### src/rtl/spi_master.sv
// rtl/spi_master.sv - Mode-0 SPI initiator with start/busy/done host handshake
// One full-duplex MSB-first word per transfer; every SPI pin is driven from a flop.
module spi_master #(
    parameter int DATA_WIDTH = 8,
    parameter int CLK_DIV    = 4
) (
    input  logic                  clk,
    input  logic                  rst,
    input  logic                  start,
    input  logic [DATA_WIDTH-1:0] tx_data,
    output logic                  busy,
    output logic                  done,
    output logic [DATA_WIDTH-1:0] rx_data,
    output logic                  spi_clk,
    output logic                  mosi,
    input  logic                  miso,
    output logic                  cs_n
);
    localparam int HW = $clog2(CLK_DIV);
    localparam int BW = $clog2(DATA_WIDTH + 1);
    localparam logic [HW-1:0] HALF_LAST = HW'(CLK_DIV - 1);
    localparam logic [BW-1:0] BIT_LAST  = BW'(DATA_WIDTH);

    typedef enum logic [2:0] {IDLE, LEAD, HIGH, LOW, TRAIL} state_t;

    state_t                state;
    logic [HW-1:0]         half_cnt;
    logic [BW-1:0]         bit_cnt;
    logic [DATA_WIDTH-1:0] tx_shift;
    logic [DATA_WIDTH-1:0] rx_shift;
    logic                  half_end;

    assign half_end = (half_cnt == HALF_LAST);

    always_ff @(posedge clk) begin
        if (rst) begin
            state    <= IDLE;
            half_cnt <= '0;
            bit_cnt  <= '0;
            tx_shift <= '0;
            rx_shift <= '0;
            busy     <= 1'b0;
            done     <= 1'b0;
            rx_data  <= '0;
            spi_clk  <= 1'b0;
            mosi     <= 1'b0;
            cs_n     <= 1'b1;
        end else begin
            done <= 1'b0;
            case (state)
                IDLE: begin
                    half_cnt <= '0;
                    if (start) begin
                        // tx_shift holds only the bits still to be presented after the MSB
                        tx_shift <= {tx_data[DATA_WIDTH-2:0], 1'b0};
                        mosi     <= tx_data[DATA_WIDTH-1];
                        bit_cnt  <= '0;
                        busy     <= 1'b1;
                        cs_n     <= 1'b0;
                        state    <= LEAD;
                    end
                end
                LEAD, LOW: begin
                    if (half_end) begin
                        half_cnt <= '0;
                        spi_clk  <= 1'b1;
                        rx_shift <= {rx_shift[DATA_WIDTH-2:0], miso};
                        bit_cnt  <= bit_cnt + 1'b1;
                        state    <= HIGH;
                    end else begin
                        half_cnt <= half_cnt + 1'b1;
                    end
                end
                HIGH: begin
                    if (half_end) begin
                        half_cnt <= '0;
                        spi_clk  <= 1'b0;
                        if (bit_cnt == BIT_LAST) begin
                            state <= TRAIL;
                        end else begin
                            mosi     <= tx_shift[DATA_WIDTH-1];
                            tx_shift <= {tx_shift[DATA_WIDTH-2:0], 1'b0};
                            state    <= LOW;
                        end
                    end else begin
                        half_cnt <= half_cnt + 1'b1;
                    end
                end
                TRAIL: begin
                    if (half_end) begin
                        half_cnt <= '0;
                        cs_n     <= 1'b1;
                        busy     <= 1'b0;
                        done     <= 1'b1;
                        rx_data  <= rx_shift;
                        mosi     <= 1'b0;
                        state    <= IDLE;
                    end else begin
                        half_cnt <= half_cnt + 1'b1;
                    end
                end
                default: state <= IDLE;
            endcase
        end
    end
endmodule
### config.mk
export PLATFORM = sky130hd
export DESIGN_NAME = spi_master
export DESIGN_NICKNAME = d
export VERILOG_FILES = /design/src/rtl/spi_master.sv
export SDC_FILE = /design/constraint.sdc
export NUM_CORES = 1
export LEC_CHECK = 0
export ABC_AREA = 0
export CORE_MARGIN = 3
export CORE_UTILIZATION = 35
export DETAILED_ROUTE_END_ITERATION = 6
export GPL_ROUTABILITY_DRIVEN = 0
export PLACE_DENSITY = 0.67
export SLEW_MARGIN = 25
export SYNTH_ARGS = -nofsm -noshare
export SYNTH_HDL_FRONTEND = slang
export SYNTH_SLANG_ARGS = --single-unit
### constraint.sdc
create_clock -name clk -period 1.7 [get_ports clk]
set_input_delay 0.17 -clock clk [delete_from_list [all_inputs] [get_ports clk]]
set_output_delay 0.17 -clock clk [all_outputs]
set_load 0.02 [all_outputs]
==> results of run 1 <==
repair_timing:
item | in CTS | in global routing
gates resized for setup | 0 | 5
setup buffers | 0 | 1
endpoints found under the setup margin | 0 | 8
cell type report:
type                            count  area (um2)  share of cell area
Tap cell                           50        62.6              0.0298
Inverter                            4        15.0             0.00715
Timing Repair Buffer               43         383               0.182
Clock inverter                      2        37.5              0.0179
Sequential cell                    37         744               0.355
Clock buffer                        6        82.6              0.0393
Multi-Input combinational cell    116         774               0.369
layer usage:
layer / vias to the layer above / GRT usage
li1: 673 / -
met1: 579 / 0.155
met2: 25 / 0.199
met3: 2 / 0.0534
met4: 0 / 0.0543
met5: - / 0
kinds of logic after synthesis:
kind of cell | count (synthesis) | share of synthesized area
compound gates | 43 | 0.206
xor+xnor | 3 | 0.0166
fa+ha+maj | 3 | 0.0237
buf+inv | 16 | 0.0481
flops | 37 | 0.467
mux | 10 | 0.0631
simple gates | 57 | 0.175
critical path, cell delays in order (launching register included):
cell	delay [ns]
dfxtp_2	0.33
inv_1	0.04
ha_1	0.18
and3b_4	0.20
a2111oi_4	0.30
buf_4	0.21
nor2_1	0.05
a211oi_1	0.16
power by group:
part	internal [mW]	switching, mW	total, mW
clock network	0.477	0.321	0.798
registers	0.891	0.0162	0.907
logic	0.0905	0.0800	0.171
total	1.46	0.417	1.88
how the worst max path moves through the flow:
stage | startpoint | slack, ns | endpoint | depth (start not counted)
2_1_floorplan | bit_cnt[0] | 0.02 | tx_shift[4] | 7
3_3_place_gp | half_cnt[0] | 0.09 | bit_cnt[3] | 6
3_5_place_dp | bit_cnt[0] | 0.04 | tx_shift[2] | 7
4_1_cts | bit_cnt[0] | 0.02 | tx_shift[2] | 7
5_1_grt | bit_cnt[0] | 0.02 | tx_shift[2] | 7
6_report | bit_cnt[0] | 0.15 | tx_shift[2] | 7
per-stage QoR:
step | worst slack (ns) | instances | instance area [um2] | utilization
after floorplan | 0.0200 | 169 | 1590 | -
after global placement | 0.0872 | 249 | 1960 | 0.470
after detailed placement | 0.0395 | 249 | 1960 | 0.470
after CTS | 0.0218 | 257 | 2080 | 0.499
after global routing | 0.0193 | 258 | 2100 | 0.503
final | 0.146 | 258 | 2100 | 0.503
flip-flops by register name, indices dropped and copies added, names as in the netlist:
register,flops
busy,1
rx_shift,8
spi_clk,1
done,1
cs_n,1
half_cnt,2
bit_cnt,4
rx_data,8
tx_shift,7
state,3
mosi,1
synth_stat cells:
cell / number
o21bai_1: 1
nand4_1: 1
nor4b_1: 2
or2_2: 1
a31oi_1: 3
dfxtp_1: 37
a22oi_1: 1
a211oi_2: 3
and4b_1: 1
o21a_1: 1
buf_2: 4
nor2b_1: 1
a22o_1: 9
nand4bb_1: 1
xnor2_1: 1
nand2b_1: 1
or3_1: 1
clkbuf_1: 6
and3b_1: 1
and3b_4: 1
a2111oi_4: 1
nor3b_1: 2
a31oi_2: 1
nor2_1: 20
mux2i_1: 10
a21oi_1: 15
o32ai_1: 1
nor3_1: 1
o21ai_0: 3
nand2_1: 22
buf_6: 1
xor2_1: 2
ha_1: 3
inv_1: 4
nand4b_1: 1
buf_4: 1
a211oi_1: 4
==> results by group, run 1 <==
Floorplan
  – Initial Util: 0.380
  – Core Area: 4170 um2
  – Die Ht: 73.3 um
  – Die width: 73.3 um
  – Rows: 23
  – Die area: 5370 um2
  – Io pins: 25

Logic synthesis
  – Average size of a mapped cell: 9.38 um2
  – Synthesized cell area: 1590 um2
  – Register bit count reported by yosys: 37
  – Synth area leaders: dfxtp_1 (47%), mux2i_1 (6.3%), nand2_1 (5.2%)
  – Synth area leader: dfxtp_1
  – Post-synthesis net count: 184
  – Synthesis Warnings: 0
  – Cells after Synth: 169
  – Synth top area share: 0.467
  – Synth cell types: 37
  – Sequential cell area fraction in the yosys report: 0.467

Timing
  – Worst hold slack: 0.427 ns
  – Final worst path period share: 0.914
  – Final Hold Viols: 0
  – Setup Viol. Count Final: 0
  – Actual slew at the worst max-slew pin: 0.365 ns
  – Setup total negative slack: 0 ns
  – Final max-slew violation count: 0
  – Minimum clock period: 1.55 ns
  – F_max: 644 MHz
  – Slew headroom: 0.756
  – RSZ-0062 raised after global routing: no
  – Setup Skew: 0.00893 ns

Global route
  – Initial antenna violation count: 0
  – GRT Util Overall: 0.128
  – Largest net degree at the start of global routing: 21
  – GR Overflow Total: 0
  – Vias in the first global route: 1152
  – First-pass GRT wire length: 5140 um

Drt
  – Pre-antenna DRT Iters: 4
  – WL met3: 154 um
  – Avg Vias per Cell: 4.96
  – Highest routed layer: met4
  – Vias post-DR: 1279
  – Total Wirelength: 3140 um
  – Wire per inst: 12.2 um
  – Post-DRT Antenna Nets: 0
  – Initial DRC count: 65
  – WL met1: 1500 um
  – Post-route DRC: 0
  – Met2 routed WL: 1460 um

Outcome
  – Outcome: finished, final reports clean

CTS
  – H-tree depth: 2
  – Max Root-Sink Buffers: 2
  – Clock sinks: 37
  – Clk Latency, worst-skew pair: 0.29 ns
  – Post-CTS Hold Buffers: 0
  – Clock edge transition at the registers on the reported setup and hold paths: 0.07 ns
  – CTS Root Buffer Type: clkbuf_8
  – CTS Buf Count: 5
  – CTS tree: yes

Worst hold path
  – Min-Delay Path Class: in2reg
  – Endpoint, Worst Hold: rx_shift[0]
  – Hold Startpoint: miso
  – Worst hold path depth: 3

Setup path
  – CP Data Arrival Time: 1.76 ns
  – Worst Setup End Kind: flip-flop
  – R2r startpoint: bit_cnt[0]
  – CP max FO: 8
  – Reg2Reg Depth: 7
  – Critical Path RT: 1.90 ns
  – Worst reg2reg endpoint: tx_shift[2]
  – Setup CP Type: reg2reg
  – FF-to-FF setup slack: 0.15 ns
  – Crit start category: flip-flop

Power and ir drop
  – Worst vdd ir: 0.439 mV
  – Leak: 0.778 nW
  – Power Density: 893 nW/um2
  – Tot Pwr: 1.88 mW

Flow run
  – Max_cap viols: 0

Finish
  – Inserted Diodes: 0
  – Nets: 222
  – Share of post-route cells with drive strength above 1: 0.188
  – Fillers: 400
  – Layout overhead on the synthesized area: 32.4%
  – Most frequent cells in the layout: dfxtp_1 (34), clkdlybuf4s50_1 (24), nand2_1 (22), nor2_1 (20), buf_4 (19)
  – Most common cell after layout, fill and taps aside: dfxtp_1

Placement
  – IO buf count: 24
  – DP Wirelength: 2270 um
Note: power is estimated with default switching activity, not from simulation.
==> inputs of run 2 (changes only) <==
Settings changed: CTS_BUF_LIST set to sky130_fd_sc_hd__clkbuf_4 sky130_fd_sc_hd__clkbuf_8.
==> results of run 2 <==
Same layout as run 1: the final DEF is identical, and so are final timing and power.
==> inputs of run 3 (changes only) <==
Settings changed: PLACE_DENSITY 0.67 to not set, PLACE_DENSITY_LB_ADDON set to 0.3.
Clock period 1.7 ns to 2 ns, I/O delays scaled along.
==> results by group, run 3 (synthesis results as in run 1) <==
Drt
  – Pre-antenna DRT Iters: 4
  – Wire per inst: 12.7 um
  – Post-DRT Antenna Nets: 0
  – Total Wirelength: 3160 um
  – Avg Vias per Cell: 5.13
  – Initial DRC count: 85
  – Vias post-DR: 1273
  – Post-route DRC: 0

CTS
  – Clk Latency, worst-skew pair: 0.28 ns
  – CTS Root Buffer Type: clkbuf_8
  – # Post-CTS Setup Buffers: 0
  – H-tree depth: 2
  – CTS tree: yes
  – Clock edge transition at the registers on the reported setup and hold paths: 0.07 ns
  – Post-CTS Hold Buffers: 0
  – Max Root-Sink Buffers: 2
  – Clock sinks: 37
  – CTS Buf Count: 5
  – CTS resizes: 0

Finish
  – Nets: 212
  – Inserted Diodes: 0
  – Top Registers: rx_data (8), rx_shift (8), tx_shift (7)
  – Most frequent cells in the layout: dfxtp_1 (37), clkdlybuf4s50_1 (24), nand2_1 (22), nor2_1 (20), a21oi_1 (15)
  – Share of post-route cells with drive strength above 1: 0.126
  – Layout overhead on the synthesized area: 25.3%
  – Most common cell after layout, fill and taps aside: dfxtp_1

Outcome
  – Outcome: finished, final reports clean

Timing
  – Final max-slew violation count: 0
  – Setup Viol. Count Final: 0
  – Minimum clock period: 1.77 ns
  – RSZ-0062 raised after global routing: no
  – Slew headroom: 0.560
  – Setup Skew: 0.00314 ns
  – Final Hold Viols: 0
  – Actual slew at the worst max-slew pin: 0.658 ns
  – Final worst path period share: 0.886
  – F_max: 564 MHz
  – Setup total negative slack: 0 ns

Power and ir drop
  – Int Power: 1.08 mW
  – Worst vdd ir: 0.464 mV
  – Switch Pwr: 0.329 mW
  – Tot Pwr: 1.41 mW
  – Clock Power Share: 0.357
  – Power Density: 710 nW/um2
  – Comb power frac: 0.098
  – Seq pwr share: 0.545
  – Switching share of power: 0.233
  – Leak: 0.719 nW

Placement
  – IO buf count: 24
  – DP Wirelength: 2340 um

Floorplan
  – Die area: 5370 um2
  – Core Area: 4170 um2
  – Rows: 23
  – Die Ht: 73.3 um
  – Io pins: 25
  – Die width: 73.3 um
  – Initial Util: 0.380

Global route
  – GRT Util Overall: 0.136
  – Initial antenna violation count: 0
  – GR Overflow Total: 0
  – Gr busiest metal: met2
  – Met1 usage: 0.178
  – Vias in the first global route: 1274
  – Largest net degree at the start of global routing: 23
  – Met2 GRT Util: 0.219
  – Met3 Use GR: 0.0383
  – First-pass GRT wire length: 5840 um

Setup path
  – CP Data Arrival Time: 1.98 ns
  – Worst Setup End Kind: flip-flop
  – Critical Path RT: 2.20 ns
  – Slowest stage delay, CP: 0.40 ns
  – Crit-path cells: inv_1 > ha_1 > and3b_4 > a2111oi_4 > buf_4 > nor2_1 > a211oi_2
  – Crit start category: flip-flop
  – Slowest-stage cell, CP: dfxtp_1
  – CP max FO: 14
  – Setup CP Type: reg2reg

Worst hold path
  – Min-Delay Path Class: reg2reg

Flow run
  – Max_cap viols: 0
[run 3: changes by cell type in the layout (fill, tap and decap cells not counted), moves of 2 or more]
cell,before,now
buf_4,19,9
dfxtp_1,34,37
dfxtp_2,3,0
clkinv_2,0,2
[run 3: per-stage QoR]
step	utilization	hold slack, ns	instances	cell area (um2)	worst slack, ns
2_1_floorplan	-	0.336	169	1590	0.320
3_3_place_gp	0.454	0.444	240	1890	0.284
3_5_place_dp	0.455	0.450	240	1900	0.210
4_1_cts	0.476	0.460	248	1990	0.218
5_1_grt	0.476	0.486	248	1990	0.0663
6_report	0.476	0.455	248	1990	0.228
[run 3: critical path: cells and delay by family, from the launching register on]
family / cells / cell delay, ns
buf+inv: 2 / 0.32
compound gates: 2 / 0.52
fa+ha+maj: 1 / 0.19
simple gates: 2 / 0.27
flops: 1 / 0.40
[run 3: power by group through the flow]
stage	registers [mW]	logic [mW]	clock network, mW
floorplan	0.792	0.0773	0
global placement	0.784	0.135	0
detailed placement	0.785	0.140	0
CTS	0.769	0.140	0.520
global route	0.770	0.156	0.548
finish	0.768	0.139	0.503
[run 3: path summary, 6_finish.rpt]
path | cells after the start | to | from | slack (ns)
worst min register to register | 2 | rx_shift[7] | rx_shift[7] | 0.45
worst max-delay path | 7 | tx_shift[6] | bit_cnt[0] | 0.23
worst min-delay path | 2 | rx_shift[7] | rx_shift[7] | 0.45
worst max register to register | 7 | tx_shift[6] | bit_cnt[0] | 0.23
[run 3: layout make-up]
type / count / area, um2
fill: 377 / 2190
tap: 50 / 62.6
timing repair buffer: 33 / 308
clock inverter: 2 / 10.0
multi-input combinational: 116 / 773
inverter: 4 / 15.0
clock buffer: 6 / 76.3
sequential: 37 / 741
[run 3: routing by layer]
layer  vias to the layer above  wire, um
li1                        651         -
met1                       595      1460
met2                        23      1550
met3                         4       130
met4                         0        21
met5                         -         0
